--- src/rtl/piano_rec_player.sv ---
// piano_rec_player: N-key keyboard note encoder with a record/playback engine.
//   Live mode encodes the lowest pressed key (note = index+1, 0 = rest).
//   Record mode captures (note, octave, duration-in-ticks) segments into a buffer.
//   Play mode replays the stored segments with their original timing.
// Ports:
//   clk, reset          : clock, synchronous active-high reset
//   keys, octave        : live key inputs (1 = pressed) and octave select
//   mode                : 00 live, 01 record, 10 play, 11 idle/mute
//   start               : one-cycle pulse that begins record or playback
//   note_out/octave_out : buzzer drive; led is one-hot of the active note
//   busy, full, done    : REC/PLAY active, buffer filled, end-of-playback pulse
//   count               : number of stored segments
// Build option: define LOOP_PLAY_EN to make playback wrap until mode leaves 10.
module piano_rec_player #(
  parameter int unsigned NUM_KEYS = 7,
  parameter int unsigned OCT_W    = 2,
  parameter int unsigned DEPTH    = 64,
  parameter int unsigned DUR_W    = 12,
  parameter int unsigned TICK_DIV = 1000000
) (
  input  logic                     clk,
  input  logic                     reset,
  input  logic [NUM_KEYS-1:0]      keys,
  input  logic [OCT_W-1:0]         octave,
  input  logic [1:0]               mode,
  input  logic                     start,
  output logic [3:0]               note_out,
  output logic [OCT_W-1:0]         octave_out,
  output logic [NUM_KEYS-1:0]      led,
  output logic                     busy,
  output logic                     full,
  output logic                     done,
  output logic [$clog2(DEPTH):0]   count
);

  localparam int unsigned AW = $clog2(DEPTH);
  localparam int unsigned CW = AW + 1;
  localparam int unsigned TW = (TICK_DIV > 1) ? $clog2(TICK_DIV) : 1;
  localparam int unsigned EW = 4 + OCT_W + DUR_W;
  localparam logic [DUR_W-1:0] DUR_MAX = '1;

  localparam logic [1:0] S_IDLE = 2'd0;
  localparam logic [1:0] S_REC  = 2'd1;
  localparam logic [1:0] S_PLAY = 2'd2;

  localparam logic [1:0] M_LIVE = 2'b00;
  localparam logic [1:0] M_REC  = 2'b01;
  localparam logic [1:0] M_PLAY = 2'b10;

  logic [1:0]          state_q, state_d;
  logic [TW-1:0]       tick_cnt_q, tick_cnt_d;
  logic [3:0]          cur_note_q, cur_note_d;
  logic [OCT_W-1:0]    cur_oct_q, cur_oct_d;
  logic [DUR_W-1:0]    dur_q, dur_d;
  logic [AW-1:0]       idx_q, idx_d;
  logic [DUR_W-1:0]    pdur_q, pdur_d;
  logic [CW-1:0]       count_q, count_d;
  logic                full_q, full_d;
  logic                done_q, done_d;
  logic                busy_q;
  logic [3:0]          note_q, note_d;
  logic [OCT_W-1:0]    oct_q, oct_d;
  logic [NUM_KEYS-1:0] led_q, led_d;

  logic [EW-1:0]       mem_q [DEPTH];
  logic                wr_en_c;
  logic [3:0]          enc_note_c;
  logic                tick_c;
  logic                seg_end_c;
  logic [DUR_W-1:0]    cur_dur_c;
  logic                expire_c;
  logic                at_last_c;
  logic [AW-1:0]       nxt_idx_c;
  logic [3:0]          rd_note_c;
  logic [OCT_W-1:0]    rd_oct_c;

  // Lowest-index pressed key wins
  always_comb begin
    enc_note_c = 4'd0;
    for (int i = NUM_KEYS - 1; i >= 0; i--) begin
      if (keys[i]) enc_note_c = 4'(i + 1);
    end
  end

  assign tick_c    = (tick_cnt_q == TW'(TICK_DIV - 1));
  assign seg_end_c = (enc_note_c != cur_note_q) || (octave != cur_oct_q) || (dur_q == DUR_MAX);

  // Playback sequencing kept outside the main block so the read index is loop-free
  assign cur_dur_c = mem_q[idx_q][DUR_W-1:0];
  assign expire_c  = (state_q == S_PLAY) && tick_c && ((pdur_q + DUR_W'(1)) == cur_dur_c);
  assign at_last_c = (idx_q == AW'(count_q - CW'(1)));
  assign nxt_idx_c = (state_q != S_PLAY) ? '0 :
                     (expire_c ? (at_last_c ? '0 : idx_q + AW'(1)) : idx_q);
  assign rd_note_c = mem_q[nxt_idx_c][EW-1 -: 4];
  assign rd_oct_c  = mem_q[nxt_idx_c][DUR_W +: OCT_W];

  // Next-state and output logic
  always_comb begin
    state_d    = state_q;
    tick_cnt_d = tick_c ? '0 : tick_cnt_q + TW'(1);
    cur_note_d = cur_note_q;
    cur_oct_d  = cur_oct_q;
    dur_d      = dur_q;
    idx_d      = nxt_idx_c;
    pdur_d     = pdur_q;
    count_d    = count_q;
    full_d     = full_q;
    done_d     = 1'b0;
    note_d     = 4'd0;
    oct_d      = '0;
    wr_en_c    = 1'b0;

    case (state_q)
      S_IDLE: begin
        if (mode == M_LIVE) begin
          note_d = enc_note_c;
          oct_d  = octave;
        end
        if (start && mode == M_REC) begin
          state_d    = S_REC;
          tick_cnt_d = '0;
          count_d    = '0;
          full_d     = 1'b0;
          cur_note_d = enc_note_c;
          cur_oct_d  = octave;
          dur_d      = '0;
        end else if (start && mode == M_PLAY) begin
          tick_cnt_d = '0;
          pdur_d     = '0;
          if (count_q == '0) begin
            done_d = 1'b1;
          end else begin
            state_d = S_PLAY;
            note_d  = rd_note_c;
            oct_d   = rd_oct_c;
          end
        end
      end

      S_REC: begin
        if (mode != M_REC) begin
          wr_en_c = (dur_q != '0);
          state_d = S_IDLE;
        end else begin
          if (seg_end_c) begin
            // Zero-length segments are glitches and are dropped
            wr_en_c    = (dur_q != '0);
            cur_note_d = enc_note_c;
            cur_oct_d  = octave;
            dur_d      = '0;
          end else if (tick_c && dur_q != DUR_MAX) begin
            dur_d = dur_q + DUR_W'(1);
          end
          note_d = enc_note_c;
          oct_d  = octave;
        end
        if (wr_en_c) begin
          count_d = count_q + CW'(1);
          if (count_d == CW'(DEPTH)) begin
            full_d  = 1'b1;
            state_d = S_IDLE;
            note_d  = 4'd0;
            oct_d   = '0;
          end
        end
      end

      S_PLAY: begin
        if (mode != M_PLAY) begin
          state_d = S_IDLE;
        end else begin
          if (expire_c) begin
            pdur_d = '0;
            if (at_last_c) begin
              done_d = 1'b1;
`ifndef LOOP_PLAY_EN
              state_d = S_IDLE;
`endif
            end
          end else if (tick_c) begin
            pdur_d = pdur_q + DUR_W'(1);
          end
          if (state_d == S_PLAY) begin
            note_d = rd_note_c;
            oct_d  = rd_oct_c;
          end
        end
      end

      default: state_d = S_IDLE;
    endcase

    led_d = (note_d == 4'd0) ? '0 : (NUM_KEYS'(1) << (note_d - 4'd1));
  end

  // State and output registers
  always_ff @(posedge clk) begin
    if (reset) begin
      state_q    <= S_IDLE;
      tick_cnt_q <= '0;
      cur_note_q <= 4'd0;
      cur_oct_q  <= '0;
      dur_q      <= '0;
      idx_q      <= '0;
      pdur_q     <= '0;
      count_q    <= '0;
      full_q     <= 1'b0;
      done_q     <= 1'b0;
      busy_q     <= 1'b0;
      note_q     <= 4'd0;
      oct_q      <= '0;
      led_q      <= '0;
    end else begin
      state_q    <= state_d;
      tick_cnt_q <= tick_cnt_d;
      cur_note_q <= cur_note_d;
      cur_oct_q  <= cur_oct_d;
      dur_q      <= dur_d;
      idx_q      <= idx_d;
      pdur_q     <= pdur_d;
      count_q    <= count_d;
      full_q     <= full_d;
      done_q     <= done_d;
      busy_q     <= (state_d != S_IDLE);
      note_q     <= note_d;
      oct_q      <= oct_d;
      led_q      <= led_d;
    end
  end

  // Segment buffer, written at the current count
  always_ff @(posedge clk) begin
    if (wr_en_c) mem_q[count_q[AW-1:0]] <= {cur_note_q, cur_oct_q, dur_q};
  end

  assign note_out   = note_q;
  assign octave_out = oct_q;
  assign led        = led_q;
  assign busy       = busy_q;
  assign full       = full_q;
  assign done       = done_q;
  assign count      = count_q;

endmodule

--- config.mk ---
export PLATFORM = sky130hd
export DESIGN_NAME = piano_rec_player
export DESIGN_NICKNAME = d
export VERILOG_FILES = /design/src/rtl/piano_rec_player.sv
export SDC_FILE = /design/constraint.sdc
export NUM_CORES = 1
export LEC_CHECK = 0
export ABC_CLOCK_PERIOD_IN_PS = 14200
export CELL_PAD_IN_SITES_DETAIL_PLACEMENT = 0
export CELL_PAD_IN_SITES_GLOBAL_PLACEMENT = 1
export CORE_MARGIN = 3
export CORE_UTILIZATION = 30
export DETAILED_ROUTE_END_ITERATION = 8
export GPL_TIMING_DRIVEN = 0
export PLACE_DENSITY = 0.52
export SLEW_MARGIN = 10
export SYNTH_ARGS = -nofsm -noshare
export SYNTH_HDL_FRONTEND = slang
export SYNTH_SLANG_ARGS = --single-unit
--- constraint.sdc ---
create_clock -name clk -period 14.2 [get_ports clk]
set_clock_uncertainty 0.05 [all_clocks]
set_input_delay 2.13 -clock clk [delete_from_list [all_inputs] [get_ports clk]]
set_output_delay 2.13 -clock clk [all_outputs]
set_load 0.005 [all_outputs]
==> flow_summary.ini, run 1 <==
[run_status]
run_status = complete, no violations

[setup_path]
worstPathArrival_ns = 10.15
end_kind = flip-flop
critPathMaxFanout = 10
path_class = flip-flop to flip-flop
crit_path_start_kind = flip-flop
cp.required_ns = 14.81

[placement]
port_buffers = 35
gp_congestion = 0.874
place_ws_ns = 4.93
dpl.cell_count = 5234
dpl.hpwl_um = 134000

[timing]
whs_ns = 0.409
fin_tns_setup_ns = 0
relSlewSlack_pct = 5.00
fmax_mhz = 105
rsz0062_at_grt = false
finalMaxSlewViolations = 0
tightestPinTransition_ns = 1.42
setup_viol = 0
period_needed_ns = 9.54
worst_slack_ns = 4.66
period_share_pct = 67.2
hold_viol = 0

[final_layout]
multi_input_area_um2 = 13600
final_common_cell = edfxtp_1
drive_gt1_share_pct = 19.3
final-seq-area_um2 = 34300
fin_cells = 5472
nets = 3250
mostFrequentLayoutCells = edfxtp_1, mux2i_1, nor2_1
fillers = 15092
area_delta_synth_final_pct = 19.7

[global_routing]
antenna_found_initial = 7
grt_max_degree = 70
grt_pass1_vias = 28929
overflow = 0
grt_pass1_wl_um = 259000
grtUsageTotal_pct = 22.8

[yosys]
synth_nets = 2989
ys_ff_latch = 1167
ys.flop_type = edfxtp_1
yosysUniqueCellTypes = 97
synth_seq_area_share_pct = 70.8
ys_warn_count = 0
synthArstFlopShare_pct = 0
synth.avg_cell_area_um2 = 16.3
syn_area_um2 = 48400
netlist_instances = 2963
synth-edff-count = 1088

[clock_network]
hold_buffers = 0
cts_tree = done
numCtsBuffers = 134
cts_setup_buffers = 0
cts-root-buf = clkbuf_16
h-tree-depth = 4
clock-sinks = 1167
postCtsResizedCells = 0
clk_latency_ns = 0.79
clockBufferDepth = 3
clk_pin_slew_ns = 0.06

[route]
vias = 30465
antenna_left = 0
via_per_inst = 5.57
wire_per_inst_um = 35.3
drt_first_pass_iters = 7
post-route-drc-count = 0
dr.first_iter.drc_count = 4148
drt-total-wl_um = 193000

[power_and_ir_drop]
leakage_uw = 0.0188
power_density_nw_per_um2 = 122
vdd_drop_max_mv = 0.121

[floorplanning]
die-area_um2 = 166000
rows = 146
floorplan.initialDensity_pct = 30.4
dieHeight_um = 408
die-width_um = 408
pin_count = 37
core_area_um2 = 159000

[worst_hold_path]
holdCritPathClass = flip-flop to flip-flop

[run]
cap_violations = 0
==> registers in the layout, summed over array words and instances (netlist names), 3 cells and up <==
signal,flops
note_out,3
count,7
led,7
idx_q,6
pdur_q,12
cur_note_q,3
mem_q,1088
tick_cnt_q,20
dur_q,12
==> final timing paths <==
check / slack, ns / endpoint / cells past startpoint / start
setup / recovery: 4.66 / led[6] / 23 / idx_q[3]
hold / removal: 0.41 / tick_cnt_q[0] / 1 / tick_cnt_q[0]
setup reg to reg: 4.66 / led[6] / 23 / idx_q[3]
hold reg to reg: 0.41 / tick_cnt_q[0] / 1 / tick_cnt_q[0]
==> metal layers <==
layer | share of wire [%] | track usage, % | vias to the layer above
met5 | 0 | 0 | -
met4 | 3.4 | 7.30 | 0
met3 | 7.7 | 4.49 | 267
met2 | 45 | 35.0 | 1436
met1 | 44 | 32.5 | 16290
li1 | - | - | 12472
==> kinds of logic (layout without fill, tap and decap cells) <==
| kind of cell | Yosys count | after routing | share of synthesized area [%] |
|---|---|---|---|
| AOI/OAI and AO/OA | 519 | 519 | 7.98 |
| xor gates and xnor gates | 65 | 65 | 1.19 |
| adders and majority gates | 12 | 12 | 0.310 |
| buffers and inverters | 205 | 567 | 2.24 |
| DFF | 1167 | 1167 | 70.8 |
| muxes | 382 | 382 | 11.5 |
| other | 1 | 2 | 0.00775 |
| and+or+nand+nor | 612 | 612 | 6.01 |
==> worst max-delay path, cell delays in order, from the launching register on <==
cell	delay, ns
dfxtp_1	0.33
buf_2	0.27
clkbuf_1	0.76
buf_1	0.87
clkbuf_2	0.72
mux2i_1	0.70
xnor2_1	0.19
o2111ai_1	0.25
o31ai_1	0.26
o2111a_1	0.30
buf_2	0.38
a21oi_1	0.30
a21oi_1	0.62
buf_2	0.45
buf_1	0.79
o2111ai_1	0.25
nand4_1	0.17
o311a_1	0.34
nor2_1	0.08
a21oi_1	0.41
ha_1	0.23
nor2_1	0.05
a22oi_2	0.36
and3b_1	0.22
==> cell usage after synthesis (31+ instances only) <==
cell type	n	area [µm²]
a21oi_1	96	480
a221oi_1	37	324
a22oi_1	31	233
buf_2	40	200
clkbuf_1	88	330
dfxtp_1	79	1580
edfxtp_1	1088	32700
mux2_2	33	372
mux2i_1	210	2100
mux4_2	136	3060
nand2_1	144	541
nand3_1	64	320
nor2_1	206	773
nor3_1	46	230
o21ai_0	64	320
o221ai_1	53	464
xor2_1	37	324
==> power by group <==
part | leakage [µW] | switching, µW | internal (µW)
Clock | 0.00201 | 1430 | 1900
Combinational | 0.00524 | 26.4 | 12.5
Sequential | 0.0115 | 4.78 | 3710
==> cell type report <==
| cell class | count | share of cell area [%] |
|---|---|---|
| timing repair buffer | 125 | 3.84 |
| tap | 2146 | 4.63 |
| clock inverter | 57 | 0.753 |
| multi-input combinational | 1591 | 23.4 |
| clock buffer | 180 | 6.37 |
| antenna | 1 | 0.00432 |
| sequential | 1167 | 59.1 |
| buffer | 179 | 1.71 |
| inverter | 26 | 0.168 |
==> metrics by stage <==
stage	utilization, %	cell area, µm²	total power, µW
2_1_floorplan	-	48400	3810
3_3_place_gp	32.3	51400	3830
3_5_place_dp	33.8	53800	3830
4_1_cts	36.4	58000	7130
5_1_grt	36.4	58000	7270
6_report	36.4	58000	7080
Note: power is estimated with default switching activity, not from simulation.
==> run 2, diff against run 1 <==
--- a/config.mk
+++ b/config.mk
@@ -5,14 +5,14 @@
 export SDC_FILE = /design/constraint.sdc
 export NUM_CORES = 1
 export LEC_CHECK = 0
-export ABC_CLOCK_PERIOD_IN_PS = 14200
+export ABC_CLOCK_PERIOD_IN_PS = 8400
 export CELL_PAD_IN_SITES_DETAIL_PLACEMENT = 0
 export CELL_PAD_IN_SITES_GLOBAL_PLACEMENT = 1
 export CORE_MARGIN = 3
 export CORE_UTILIZATION = 30
 export DETAILED_ROUTE_END_ITERATION = 8
 export GPL_TIMING_DRIVEN = 0
-export PLACE_DENSITY = 0.52
+export PLACE_DENSITY = 0.54
 export SLEW_MARGIN = 10
 export SYNTH_ARGS = -nofsm -noshare
 export SYNTH_HDL_FRONTEND = slang
==> constraint.sdc (replaced) <==
create_clock -name clk -period 8.4 [get_ports clk]
set_clock_uncertainty 0.05 [all_clocks]
set_input_delay 1.26 -clock clk [delete_from_list [all_inputs] [get_ports clk]]
set_output_delay 1.26 -clock clk [all_outputs]
set_load 0.005 [all_outputs]
==> run 2 against run 1 <==
Clock-buffer cell count is 4 lower. Wire length is 1.9% lower. Critical path depth stayed put. Maximum frequency is 15% higher. Setup slack worse by 4.5 ns. Sequential share of layout area is 0.19 points lower. Critical endpoint is now led[5]. Highest routed layer unchanged.
==> flow_summary.ini, run 2 (same netlist as run 1, synthesis figures left out) <==
[timing]
finalMaxSlewViolations = 0
setup_viol = 0
period_needed_ns = 8.27
tightestPinTransition_ns = 1.38
period_share_pct = 98.4
relSlewSlack_pct = 7.66
fin_tns_setup_ns = 0
worst_slack_ns = 0.131
fmax_mhz = 121
hold_viol = 0
rsz0062_at_grt = false

[floorplanning]
die-area_um2 = 166000
dieHeight_um = 408
pin_count = 37
floorplan.initialDensity_pct = 30.4
rows = 146
die-width_um = 408
core_area_um2 = 159000

[global_routing]
grt_max_degree = 68
grtUsageTotal_pct = 22.4
overflow = 0
antenna_found_initial = 4
grt_pass1_vias = 29275
grt_pass1_wl_um = 256000

[route]
via_per_inst = 5.61
post-route-drc-count = 0
drt-total-wl_um = 189000
antenna_left = 0
dr.first_iter.drc_count = 3921
drt_first_pass_iters = 8
vias = 30706
wire_per_inst_um = 34.6

[setup_path]
slowest_stage = a2111oi_2
cp.required_ns = 9.02
crit_buf_inv = 6
critical-path-top-delay-family = compound AO/OA/AOI/OAI gates
cpMostUsedCell = buf_2
worstPathArrival_ns = 8.89
cp_cell_sequence = buf_2, nand3b_1, buf_2, clkbuf_1, o22ai_1, nor2_1, a31oi_2, a2111oi_2, o2111a_1, buf_2, a21oi_2, a21oi_2, buf_2, clkdlybuf4s18_2, o2111ai_1, nand4_1, o311a_1, nor2_1, a21oi_1, ha_1, nor2_1, a22oi_2, and3b_1
critPathMaxFanout = 10
rrSetupSlack_ns = 0.13
crit_path_start_kind = flip-flop
end_kind = flip-flop
path_class = flip-flop to flip-flop
slowest_delay_ns = 0.77

[placement]
place_area_um2 = 53900
place_ws_ns = -1.33
port_buffers = 35
dpl.hpwl_um = 131000
gp_congestion = 0.873

[final_layout]
final_common_cell = edfxtp_1
drive_gt1_share_pct = 20.2
nets = 3248
area_delta_synth_final_pct = 20.1
largest_register_ffs = 1088
mostFrequentLayoutCells = edfxtp_1, mux2i_1, nor2_1
fin_area_um2 = 58200

[power_and_ir_drop]
vdd_drop_max_mv = 0.234
power_density_nw_per_um2 = 207
leakage_uw = 0.0185

[worst_hold_path]
holdCritPathClass = flip-flop to flip-flop

[clock_network]
clk_latency_ns = 0.79
cts-root-buf = clkbuf_16
clock-sinks = 1167
hold_buffers = 0
clockBufferDepth = 3
clk_pin_slew_ns = 0.05
cts_tree = done
h-tree-depth = 4
numCtsBuffers = 133

[run]
cap_violations = 0

[run_status]
run_status = complete, no violations
## run 2: final cells by class
| cell class | count | area (µm²) |
|---|---|---|
| tap | 2146 | 2690 |
| fill | 15081 | 101000 |
| clock buffer | 176 | 3550 |
| multi-input combinational | 1591 | 13600 |
| clock inverter | 65 | 637 |
| antenna | 1 | 2.50 |
| inverter | 26 | 97.6 |
| timing repair buffer | 125 | 2270 |
| buffer | 178 | 1020 |
| sequential | 1167 | 34300 |
## run 2: stage by stage
stage / total power [µW] / hold WS [ns] / util, % / instances
floorplan: 6430 / 0.376 / - / 2963
global placement: 6470 / 0.396 / 32.3 / 5144
detailed placement: 6470 / 0.412 / 33.8 / 5232
CTS: 12100 / 0.426 / 36.5 / 5473
global route: 12300 / 0.462 / 36.5 / 5474
finish: 12000 / 0.412 / 36.5 / 5475
## run 2: path summary, 6_finish.rpt
kind,from,end,cells after the start
max,idx_q[1],led[5],23
min reg2reg,tick_cnt_q[0],tick_cnt_q[0],1
min,tick_cnt_q[0],tick_cnt_q[0],1
max reg2reg,idx_q[1],led[5],23
## run 2: power by group
part,leakage [µW],internal (µW),total [µW],switching [µW]
logic,0.00532,20.9,64.8,43.9
clock network,0.00202,3220,5690,2470
registers,0.0112,6270,6280,8.11
## run 2: worst register-to-register path, cell delays in order, from the launching register on
cell	delay [ns]
dfxtp_1	0.41
buf_2	0.34
nand3b_1	0.24
buf_2	0.38
clkbuf_1	0.69
o22ai_1	0.23
nor2_1	0.27
a31oi_2	0.38
a2111oi_2	0.78
o2111a_1	0.28
buf_2	0.39
a21oi_2	0.22
a21oi_2	0.37
buf_2	0.47
clkdlybuf4s18_2	0.59
o2111ai_1	0.19
nand4_1	0.14
o311a_1	0.41
nor2_1	0.08
a21oi_1	0.38
ha_1	0.22
nor2_1	0.05
a22oi_2	0.35
and3b_1	0.23
## run 2: per-layer routing
metal / part of all wire, % / vias to the layer above / track usage (%) / routed length (µm)
li1: - / 12461 / - / -
met1: 43 / 16377 / 31.3 / 81600
met2: 45 / 1559 / 34.4 / 85100
met3: 8.0 / 309 / 4.35 / 15200
met4: 4.0 / 0 / 8.48 / 7500
met5: 0 / - / 0 / 0
## run 2: timing repair
item	4_1_cts	5_1_grt
setup buffers	0	2
endpoints found under the setup margin	11	7
resized for setup	25	20
pin swaps	1	1
